--- src/rtl/iic_reg_ctrl.sv ---
// Register-level I2C sequencer: expands one register read/write request
// into the byte-command sequence executed by the downstream bit engine.
module iic_reg_ctrl #(
    parameter int unsigned TIMEOUT_CYC = 2_000_000
) (
    input  logic        clk,
    input  logic        rst,
    input  logic        wr_req,
    input  logic        rd_req,
    input  logic [6:0]  dev_id,
    input  logic        addr_mode,
    input  logic [15:0] reg_addr,
    input  logic [7:0]  wr_data,
    output logic [7:0]  rd_data,
    output logic        rw_done,
    output logic        err,
    output logic        busy,
    output logic [5:0]  cmd,
    output logic        go,
    output logic [7:0]  tx_data,
    input  logic [7:0]  rx_data,
    input  logic        trans_done,
    input  logic        ack_o
);

    localparam int unsigned TW = (TIMEOUT_CYC > 2) ? $clog2(TIMEOUT_CYC) : 1;
    localparam logic [TW-1:0] TMAX = TW'(TIMEOUT_CYC - 1);

    localparam logic [5:0] C_WR   = 6'b000001;
    localparam logic [5:0] C_STA  = 6'b000010;
    localparam logic [5:0] C_RD   = 6'b000100;
    localparam logic [5:0] C_STO  = 6'b001000;
    localparam logic [5:0] C_NACK = 6'b100000;

    typedef enum logic [2:0] {
        S_IDLE,
        S_ISSUE,
        S_WAIT,
        S_NEXT,
        S_FIN
    } state_t;

    state_t        r_state, w_state_nxt;
    logic [2:0]    r_step, w_step_nxt, w_step_sel;
    logic [TW-1:0] r_timer, w_timer_nxt;
    logic [5:0]    r_cmd, w_cmd_nxt;
    logic [7:0]    r_tx, w_tx_nxt;
    logic [7:0]    r_rd, w_rd_nxt;
    logic          r_go, w_go_nxt;
    logic          r_done, w_done_nxt;
    logic          r_err, w_err_nxt;
    logic          r_busy, w_busy_nxt;
    logic          w_load, w_last;
    logic [6:0]    r_dev;
    logic          r_mode, r_is_rd;
    logic [15:0]   r_addr;
    logic [7:0]    r_wdata;

    assign cmd     = r_cmd;
    assign go      = r_go;
    assign tx_data = r_tx;
    assign rd_data = r_rd;
    assign rw_done = r_done;
    assign err     = r_err;
    assign busy    = r_busy;

    assign w_last = r_is_rd ? (r_step == 3'd4) : (r_step == 3'd3);

    always_comb begin
        w_state_nxt = r_state;
        w_step_nxt  = r_step;
        w_step_sel  = r_step;
        w_timer_nxt = r_timer;
        w_cmd_nxt   = r_cmd;
        w_tx_nxt    = r_tx;
        w_rd_nxt    = r_rd;
        w_go_nxt    = 1'b0;
        w_done_nxt  = 1'b0;
        w_err_nxt   = r_err;
        w_busy_nxt  = r_busy;
        w_load      = 1'b0;
        unique case (r_state)
            S_IDLE: begin
                // busy stays up through the rw_done cycle
                if (r_done) begin
                    w_busy_nxt = 1'b0;
                end else if (wr_req || rd_req) begin
                    w_load      = 1'b1;
                    w_err_nxt   = 1'b0;
                    w_busy_nxt  = 1'b1;
                    w_step_nxt  = 3'd0;
                    w_go_nxt    = 1'b1;
                    w_cmd_nxt   = C_STA | C_WR;
                    w_tx_nxt    = {dev_id, 1'b0};
                    w_state_nxt = S_ISSUE;
                end
            end
            S_ISSUE: begin
                w_timer_nxt = '0;
                w_state_nxt = S_WAIT;
            end
            S_WAIT: begin
                if (trans_done) begin
                    if (r_cmd[0]) begin
                        w_err_nxt = r_err | ack_o;
                    end
                    if (r_step == 3'd4) begin
                        w_rd_nxt = rx_data;
                    end
                    w_state_nxt = w_last ? S_FIN : S_NEXT;
                end else if (r_timer == TMAX) begin
                    w_err_nxt   = 1'b1;
                    w_state_nxt = S_FIN;
                end else begin
                    w_timer_nxt = r_timer + 1'b1;
                end
            end
            S_NEXT: begin
                w_step_sel  = (r_step == 3'd0 && !r_mode) ? 3'd2 : r_step + 3'd1;
                w_step_nxt  = w_step_sel;
                w_go_nxt    = 1'b1;
                w_state_nxt = S_ISSUE;
                case (w_step_sel)
                    3'd1: begin
                        w_cmd_nxt = C_WR;
                        w_tx_nxt  = r_addr[15:8];
                    end
                    3'd2: begin
                        w_cmd_nxt = C_WR;
                        w_tx_nxt  = r_addr[7:0];
                    end
                    3'd3: begin
                        w_cmd_nxt = r_is_rd ? (C_STA | C_WR) : (C_WR | C_STO);
                        w_tx_nxt  = r_is_rd ? {r_dev, 1'b1} : r_wdata;
                    end
                    default: begin
                        w_cmd_nxt = C_RD | C_NACK | C_STO;
                        w_tx_nxt  = 8'h00;
                    end
                endcase
            end
            S_FIN: begin
                w_done_nxt  = 1'b1;
                w_cmd_nxt   = '0;
                w_state_nxt = S_IDLE;
            end
            default: begin
                w_state_nxt = S_IDLE;
            end
        endcase
    end

    always_ff @(posedge clk) begin
        if (rst) begin
            r_state <= S_IDLE;
            r_step  <= '0;
            r_timer <= '0;
            r_cmd   <= '0;
            r_tx    <= '0;
            r_rd    <= '0;
            r_go    <= 1'b0;
            r_done  <= 1'b0;
            r_err   <= 1'b0;
            r_busy  <= 1'b0;
            r_dev   <= '0;
            r_mode  <= 1'b0;
            r_is_rd <= 1'b0;
            r_addr  <= '0;
            r_wdata <= '0;
        end else begin
            r_state <= w_state_nxt;
            r_step  <= w_step_nxt;
            r_timer <= w_timer_nxt;
            r_cmd   <= w_cmd_nxt;
            r_tx    <= w_tx_nxt;
            r_rd    <= w_rd_nxt;
            r_go    <= w_go_nxt;
            r_done  <= w_done_nxt;
            r_err   <= w_err_nxt;
            r_busy  <= w_busy_nxt;
            if (w_load) begin
                r_dev   <= dev_id;
                r_mode  <= addr_mode;
                r_is_rd <= !wr_req;
                r_addr  <= reg_addr;
                r_wdata <= wr_data;
            end
        end
    end

endmodule

--- config.mk ---
export PLATFORM = sky130hd
export DESIGN_NAME = iic_reg_ctrl
export DESIGN_NICKNAME = d
export VERILOG_FILES = /design/src/rtl/iic_reg_ctrl.sv
export SDC_FILE = /design/constraint.sdc
export NUM_CORES = 1
export LEC_CHECK = 0
export ABC_CLOCK_PERIOD_IN_PS = 1900
export BUFFER_PORTS_ARGS = -buffer_cell sky130_fd_sc_hd__buf_2
export CORE_MARGIN = 2
export CORE_UTILIZATION = 50
export CTS_CLUSTER_SIZE = 14
export DETAILED_ROUTE_END_ITERATION = 8
export PLACE_DENSITY = 0.76
export SLEW_MARGIN = 25
export SYNTH_ARGS = -nofsm -noshare
export SYNTH_HDL_FRONTEND = slang
export SYNTH_SLANG_ARGS = --single-unit
--- constraint.sdc ---
create_clock -name clk -period 1.9 [get_ports clk]
set_clock_uncertainty 0.05 [all_clocks]
set_input_delay 0.095 -clock clk [delete_from_list [all_inputs] [get_ports clk]]
set_output_delay 0.095 -clock clk [all_outputs]
set_load 0.05 [all_outputs]
# == Word level (Yosys, flattened, before mapping) ==
# Index checks and enable logic that the tools add are counted.
# word_totals
reg_bits,86
inputBits,46
out_inout_bits,26
word_cells,90
# op_classes
add_sub_neg,2
n_eq_ne,16
n_mux,37
bitwise_logic,1
n_reduce_logical,19
# op_table
cell,count
$mux W21,2
$pmux W21 S2,1
$mux W3,8
$mux W8,3
$pmux W8 S3,1
$add A21 B1 Y21 const B,1
$eq A21 B21 Y1 const B,1
$pmux W6 S3,1
$pmux W8 S2,1
$eq A3 B2 Y1 const B,5
$reduce_and A3 Y1,5
$mux W1,12
$mux W6,2
$pmux W3 S4,1
$pmux W6 S2,1
$ne A2 B2 Y1 const B,4
$reduce_bool A2 Y1,4
$eq A3 B1 Y1 const B,2
$eq A3 B3 Y1 const B,2
$logic_not A3 Y1,2
$ne A3 B3 Y1 const B,2
$pmux W3 S2,1
$reduce_and A5 Y1,1
$mux W4,1
9 further kinds,11

# == Depth between registers and ports, before layout ==
# Gate-level depths: netlist (run 1).
# logic_depth
word_depth,7
depth_mapped,8
depth_no_buf,7

# == Least setup slack after synthesis (run 1) ==
# OpenSTA, ideal clock, no wires.
# synth_timing
path_type,register to register
from,reg r_step[0]
to,reg r_cmd[0] (netlist: cmd[0])
setup_ns,0.132
arrival_ns,1.896
required_ns,1.718
path_slack_ns,-0.178
stages_incl_launch_ff,8
n_path_buf,1
synth_period_minus_slack_ns,2.078
cell_sequence,dfxtp_1 > ha_1 > ha_1 > a31o_2 > clkbuf_1 > or4_1 > o21ai_0 > a21oi_1
# synth_between
elab_chain_len,7
word_cells_on_any_way,10
cone_classes,add/sub: 1; eq/ne: 3; mux: 3; reduce/logical: 3
# synth_lines
element,line,rtl
from (decl),44,"logic [2:0] r_step, w_step_nxt, w_step_sel;"
from (signal assigned),172,r_step <= w_step_nxt;
branches (longest 2 deep; another with $add A3 B1 Y3),--,
$mux W3 *,119,w_step_sel = (r_step == 3'd0 && !r_mode) ? 3'd2 : r_step + 3'd1;
$eq A3 B2 Y1 or $eq A3 B1 Y1 (tied branches),123,case (w_step_sel)
$reduce_or A2 Y1 (no line),--,
$pmux W6 S2 *,123,
$pmux W6 S3 *,82,unique case (r_state)
to (signal assigned),174,r_cmd <= w_cmd_nxt;
to (decl),46,"logic [5:0] r_cmd, w_cmd_nxt;"
# Every way passes the cells marked *.
# A chain may end at the register's enable or synchronous reset.

# == Worst setup path after layout (run 1) ==
# Ends and elaborated chain as after synthesis.

==> results.txt, run 1 <==
----------------------------------------------------
[Power and ir drop]
  Proportion of power drawn by combinational gates ... 25.6%
  Proportion of total power due to net switching ... 33.34%
  Power per cell area ... 862.5 nW/um^2
  Total Power ... 4.464 mW
  Share of power burned in the clock network ... 29.4%
  Cell-internal power ... 2.975 mW
  Leak Pwr ... 2.077 nW
  Switching Power ... 1.488 mW
  Part of the total power dissipated in sequential elements ... 45.0%
  Worst vdd rail ir drop ... 0.4444 mV

[Setup path]
  CP delay by family, top ... simple AND/OR/NAND/NOR gates
  First element of the critical path ... r_step[0]
  Top cell by count, worst path ... ha_4
  Worst-path cell with the longest stage delay ... or4_4
  Data arrival time of the critical path ... 2.06 ns
  Required time of the critical path ... 2.08 ns
  Launching point of the worst reg2reg path ... r_step[0]
  Type of destination of the critical path ... register
  Worst setup path category ... register to register
  Cell breakdown of the critical path ... ha_4 > ha_4 > a31o_2 > or4_4 > o21ai_2 > a21oi_1
  Highest cell delay on the worst timing path ... 0.54 ns
  Buf+Inv Stages, Crit Path ... 0
  Peak fanout along the critical path ... 4
  Setup slack on the worst flop-to-flop path ... 0.02 ns
  Nature of the critical path startpoint ... register

[Cells and area]
  Leading cell type in the layout, fill and taps excluded ... nand2_1
  Fraction of final layout cells sized beyond drive strength 1 ... 28.00%
  Diode insertion count for antenna repair ... 0
  Highest-count cells in the layout ignoring fill and taps ... nand2_1, dfxtp_1, buf_2, a21oi_1, dlygate4sd3_1
  Synth-to-Final Area Change ... 36.32%
  Number of standard cells in the layout, taps in and fillers out ... 674
  Post-layout utilization of the core ... 70.97%
  Final Instance Area ... 5175 um^2
  Layout net count ... 621

[Hold path]
  Hold Crit Start ... ack_o
  Class of the tightest hold or removal check ... input pin to register

[Yosys]
  Mean area per synthesized cell ... 8.647 um^2
  Dominant synthesized flop cell ... dfxtp_1
  Post-synthesis register bit count ... 84
  Synth cell types ... 61
  Area contributors post-synth ... dfxtp_1, nand2_1, a21oi_1
  Sequential element share of the synthesized area ... 44.30%
  Syn nets ... 490
  Total standard cell area after synthesis ... 3796 um^2
  Fraction of registers with async set/reset ... 0%
  Area fraction of the dominant cell type after synthesis ... 44.30%
  Number of standard cells after synthesis ... 439
  Post-synth top area cell ... dfxtp_1
  Number of warnings printed during yosys synthesis ... 0
  Number of flops mapped to enable cells by yosys ... 0

[Die]
  Die Area ... 8306 um^2
  DIE HEIGHT ... 91.14 um
  Number of top-level design ports ... 72
  Die X ... 91.14 um
  FP Rows ... 31
  Initial Util ... 52.06%
  Placeable core region ... 7292 um^2

[STA]
  Setup violators final ... 0
  Time the final worst path needs with I/O delays and setup ... 1.877 ns
  Max frequency ... 532.9 MHz
  Max Transition Viols Final ... 0
  Least-Margin Pin Slew ... 0.5252 ns
  Final period utilization ... 98.76%
  Final hold violation count ... 0
  Remaining max-slew budget at the tightest pin ... 64.99%
  Setup repair after global routing missed its margin ... yes

[Global route]
  Met1 Track Usage GR ... 30.91%
  Global-route wire length before repair ... 16.42 mm
  Largest net degree at the start of global routing ... 42
  Met3 track demand over resource ... 5.311%
  Overall fraction of global-route tracks in use ... 24.16%
  Busiest layer in global routing ... met2
  Vias in the first global route ... 3546
  Number of antenna violations at the first check in global routing ... 0
  Overflow left after global routing ... 0
  Met2 usage ... 40.62%

[Placement]
  Input/output buffers ... 70
  GP Congestion ... 0.8825
  DP Wirelength ... 6.452 mm
  # placed instances ... 614
  Standard cell area after detailed placement ... 4469 um^2

[Clocking]
  Number of H-tree levels ... 3
  Clock Root Buffer ... clkbuf_8
  Clk buf depth ... 2
  Clock buffers created by TritonCTS ... 9
  Reg clk slew, reported paths ... 0.09 ns
  CTS tree ... yes
  CTS Sinks ... 84
  Worst-Skew Late Latency ... 0.36 ns

[Routing]
  Detail-routed net length per standard cell ... 14.69 um
  Number of detailed-route iterations in the first pass ... 5
  Count of vias placed by the detailed router ... 3702
  Initial drt markers ... 192
  Antenna-violating nets left ... 0
  Number of remaining DRC errors ... 0
  Total length of routed wires ... 9.899 mm
  Post-detailed-route via-to-cell ratio ... 5.493

[Outcome]
  Outcome ... finished clean

[Flow run]
  Total of max-cap violations ... 0

----------------------------------------------------
## timing repair
item,in CTS,in global routing
setup buffers,0,2
endpoints found under the setup margin,0,18
hold buffers,41,0
hold endpoints to repair,48,0
resized for setup,0,18
## final cells by class
cell class	instances	area (um^2)
Sequential cell	84	1692
Clock inverter	7	81.33
Clock buffer	9	123.9
Tap cell	99	123.9
Timing Repair Buffer	151	1106
Multi-Input combinational cell	319	2029
Fill cell	577	2117
Inverter	5	18.77
## cells in the mapped netlist, types with 2 or more instances
master	count
nand2_1	85
dfxtp_1	84
a21oi_1	55
nor2_1	32
clkbuf_1	22
nand3_1	13
a221oi_1	12
xor2_1	10
mux2i_1	9
mux2_2	7
nor3_1	7
o21ai_0	7
and3_1	6
or4_1	6
ha_1	5
inv_1	5
nand4_1	5
o211ai_1	4
or3_1	4
a211oi_1	3
a31oi_1	3
buf_4	3
buf_6	3
nand2b_1	3
nor4_1	3
o2111ai_1	3
a22oi_1	2
a41oi_1	2
buf_2	2
nor4b_2	2
o21a_1	2
## power groups by stage
stage / registers (mW) / clock network, mW / logic (mW)
6_report: 2.01 / 1.31 / 1.14
2_1_floorplan: 2.18 / 0 / 0.585
4_1_cts: 2.01 / 1.34 / 1.12
3_3_place_gp: 2.04 / 0 / 1.03
3_5_place_dp: 2.05 / 0 / 1.05
5_1_grt: 2.03 / 1.42 / 1.25
## registers in the layout, summed over array words and instances, names as in the netlist
name,flops
rd_data,8
err,1
tx_data,8
r_timer,21
cmd,4
r_wdata,8
go,1
r_is_rd,1
r_step,3
busy,1
r_mode,1
r_addr,16
rw_done,1
r_state,3
r_dev,7
## path summary, 6_finish.rpt
path,end,cells past startpoint
hold reg to reg,r_dev[5],2
setup / recovery,cmd[0],6
hold / removal,err,5
setup reg to reg,cmd[0],6
## layer usage
metal,vias to the layer above,share of wire (%)
li1,1826,-
met1,1742,44
met2,119,50
met3,15,5.2
met4,0,1.5
met5,-,0
## logic make-up (layout without fill, tap and decap cells)
group	count (synthesis)	count (layout)	share of synthesized area [%]
xor+xnor	10	10	2.307
compound gates	104	104	18.26
buf+inv	36	172	4.515
other cells	1	1	0.09878
mux	16	16	4.450
fa+ha+maj	5	5	1.648
simple gates	183	183	24.42
flops	84	84	44.30
## stage by stage
step	setup TNS, ns	setup WS, ns	hold slack (ns)
2_1_floorplan	-0.04104	-0.04104	0.1412
3_3_place_gp	0	0.06300	0.2789
3_5_place_dp	0	0.01215	0.2838
4_1_cts	0	0.005642	0.1276
5_1_grt	-0.02452	-0.02452	0.1658
6_report	0	0.02350	0.1319
## tightest hold or removal path, delay by kind of cell
family                 cells  cell delay [ns]
AO/OA/AOI/OAI              3             0.26
AND/OR/NAND/NOR            1             0.05
buffers and inverters      1             0.09
No activity file was read; power rests on OpenSTA's default activity.
==> run 2: changes to the inputs <==
--- a/config.mk
+++ b/config.mk
@@ -7,7 +7,6 @@
 export LEC_CHECK = 0
 export ABC_CLOCK_PERIOD_IN_PS = 1900
 export BUFFER_PORTS_ARGS = -buffer_cell sky130_fd_sc_hd__buf_2
-export CORE_MARGIN = 2
 export CORE_UTILIZATION = 50
 export CTS_CLUSTER_SIZE = 14
 export DETAILED_ROUTE_END_ITERATION = 8
==> run 2 against run 1 <==
Against the previous run: count of clock-buffer cells in the layout increased by 3; cell count down 1.0%; non-clock buffer count fell by 8; routed wire length grew 1.3%; utilization decreased by 0.77 points; worst setup slack improved by 0.038 ns; sequential power about the same; critical endpoint unchanged.
==> results.txt, run 2 (synthesis results as in run 1) <==
----------------------------------------------------
[Setup path]
  Worst setup path category ... register to register
  Required time of the critical path ... 2.07 ns
  Data arrival time of the critical path ... 2.01 ns
  Type of destination of the critical path ... register
  Nature of the critical path startpoint ... register
  Peak fanout along the critical path ... 4

[Routing]
  Post-detailed-route via-to-cell ratio ... 5.570
  Number of detailed-route iterations in the first pass ... 5
  Detail-routed net length per standard cell ... 15.04 um
  Antenna-violating nets left ... 0
  Initial drt markers ... 194
  Count of vias placed by the detailed router ... 3715
  Number of remaining DRC errors ... 0
  Total length of routed wires ... 10.03 mm

[Global route]
  Global-route wire length before repair ... 15.24 mm
  Met3 track demand over resource ... 4.801%
  Largest net degree at the start of global routing ... 54
  Busiest layer in global routing ... met2
  Met1 Track Usage GR ... 31.22%
  Overflow left after global routing ... 0
  Met2 usage ... 43.51%
  Vias in the first global route ... 3340
  Overall fraction of global-route tracks in use ... 25.11%
  Number of antenna violations at the first check in global routing ... 0

[Power and ir drop]
  Worst vdd rail ir drop ... 0.5779 mV
  Power per cell area ... 885.0 nW/um^2
  Total Power ... 4.530 mW
  Leak Pwr ... 2.076 nW

[Clocking]
  Total setup buffers inserted after CTS ... 0
  Clk buf depth ... 2
  Number of H-tree levels ... 3
  Worst-Skew Late Latency ... 0.35 ns
  Reg clk slew, reported paths ... 0.09 ns
  CTS Sinks ... 84
  Clock Root Buffer ... clkbuf_8
  CTS tree ... yes
  Clock buffers created by TritonCTS ... 9

[Flow run]
  Total of max-cap violations ... 0

[Cells and area]
  Leading cell type in the layout, fill and taps excluded ... nand2_1
  Area occupied by registers ... 1690 um^2
  Number of flip-flops in the largest register ... 21
  Largest registers ... r_timer: 21 flops, r_addr: 16 flops
  Reg with most FFs ... r_timer
  Diode insertion count for antenna repair ... 0
  Highest-count cells in the layout ignoring fill and taps ... nand2_1, dfxtp_1, buf_2, a21oi_1, dlygate4sd3_1
  Fraction of final layout cells sized beyond drive strength 1 ... 27.82%
  Post-layout utilization of the core ... 70.20%
  Layout net count ... 614
  Number of standard cells in the layout, taps in and fillers out ... 667
  Synth-to-Final Area Change ... 34.84%
  Fill cell count ... 599
  Multi-input logic area ... 2026 um^2

[STA]
  Max Transition Viols Final ... 0
  Setup violators final ... 0
  Post-route worst hold slack ... 0.01527 ns
  Remaining max-slew budget at the tightest pin ... 63.66%
  Final hold violation count ... 0
  Setup repair after global routing missed its margin ... yes
  Least-Margin Pin Slew ... 0.5451 ns
  Max frequency ... 544.0 MHz
  Time the final worst path needs with I/O delays and setup ... 1.838 ns
  Setup ws final ... 0.06168 ns
  Final period utilization ... 96.75%

[Die]
  Placeable core region ... 7292 um^2
  DIE HEIGHT ... 89.14 um
  Initial Util ... 52.06%
  FP Rows ... 31
  Die Area ... 7945 um^2
  Die X ... 89.14 um
  Number of top-level design ports ... 72

[Placement]
  Post-Place Setup Slack ... 0.004630 ns
  GP Congestion ... 0.8428
  Input/output buffers ... 70
  # placed instances ... 610
  DP Wirelength ... 6.394 mm

[Outcome]
  Outcome ... finished clean

[Hold path]
  Class of the tightest hold or removal check ... input pin to register

----------------------------------------------------
run 2: repair_timing:
action	CTS	global route
gates resized for setup	1	13
gates cloned	0	1
hold buffers	40	0
pin swaps	0	4
endpoints found under the setup margin	1	21
endpoints found under the hold margin	45	0
run 2: through the flow:
step           setup TNS, ns  instance area (um^2)
3_3_place_gp               0                  4439
6_report                   0                  5119
5_1_grt             -0.08214                  5119
4_1_cts                    0                  5061
2_1_floorplan       -0.04104                  3830
3_5_place_dp               0                  4439
run 2: critical path, stage by stage, from the launching register on:
cell and delay (ns):
dfxtp_2 0.36, ha_2 0.20, ha_4 0.20, a31o_2 0.25, or4_4 0.51, o21ai_2 0.07, a21oi_1 0.07
run 2: path summary, 6_finish.rpt:
kind / startpoint / end / slack (ns) / cells past startpoint
max: r_step[1] / cmd[0] / 0.06 / 6
min: dev_id[0] / r_dev[0] / 0.02 / 3
max reg2reg: r_step[1] / cmd[0] / 0.06 / 6
min reg2reg: r_dev[5] / r_dev[5] / 0.41 / 2
run 2: final cells by class:
class                      count  area share (%)
clock inverter                 4           1.076
tap                           99           2.420
inverter                       5          0.3667
timing repair buffer         143           20.31
multi-input combinational    320           39.57
clock buffer                  12           3.227
sequential                    84           33.02
run 2: power breakdown:
part,leakage (nW),switching [mW],internal [mW]
combinational,1.28,0.689,0.432
sequential,0.689,0.106,1.92
clock,0.109,0.665,0.723
run 2: routing by layer:
layer	wire length, um	vias up
met5	0	-
met4	133	0
li1	-	1812
met3	520	12
met2	5127	130
met1	4250	1761
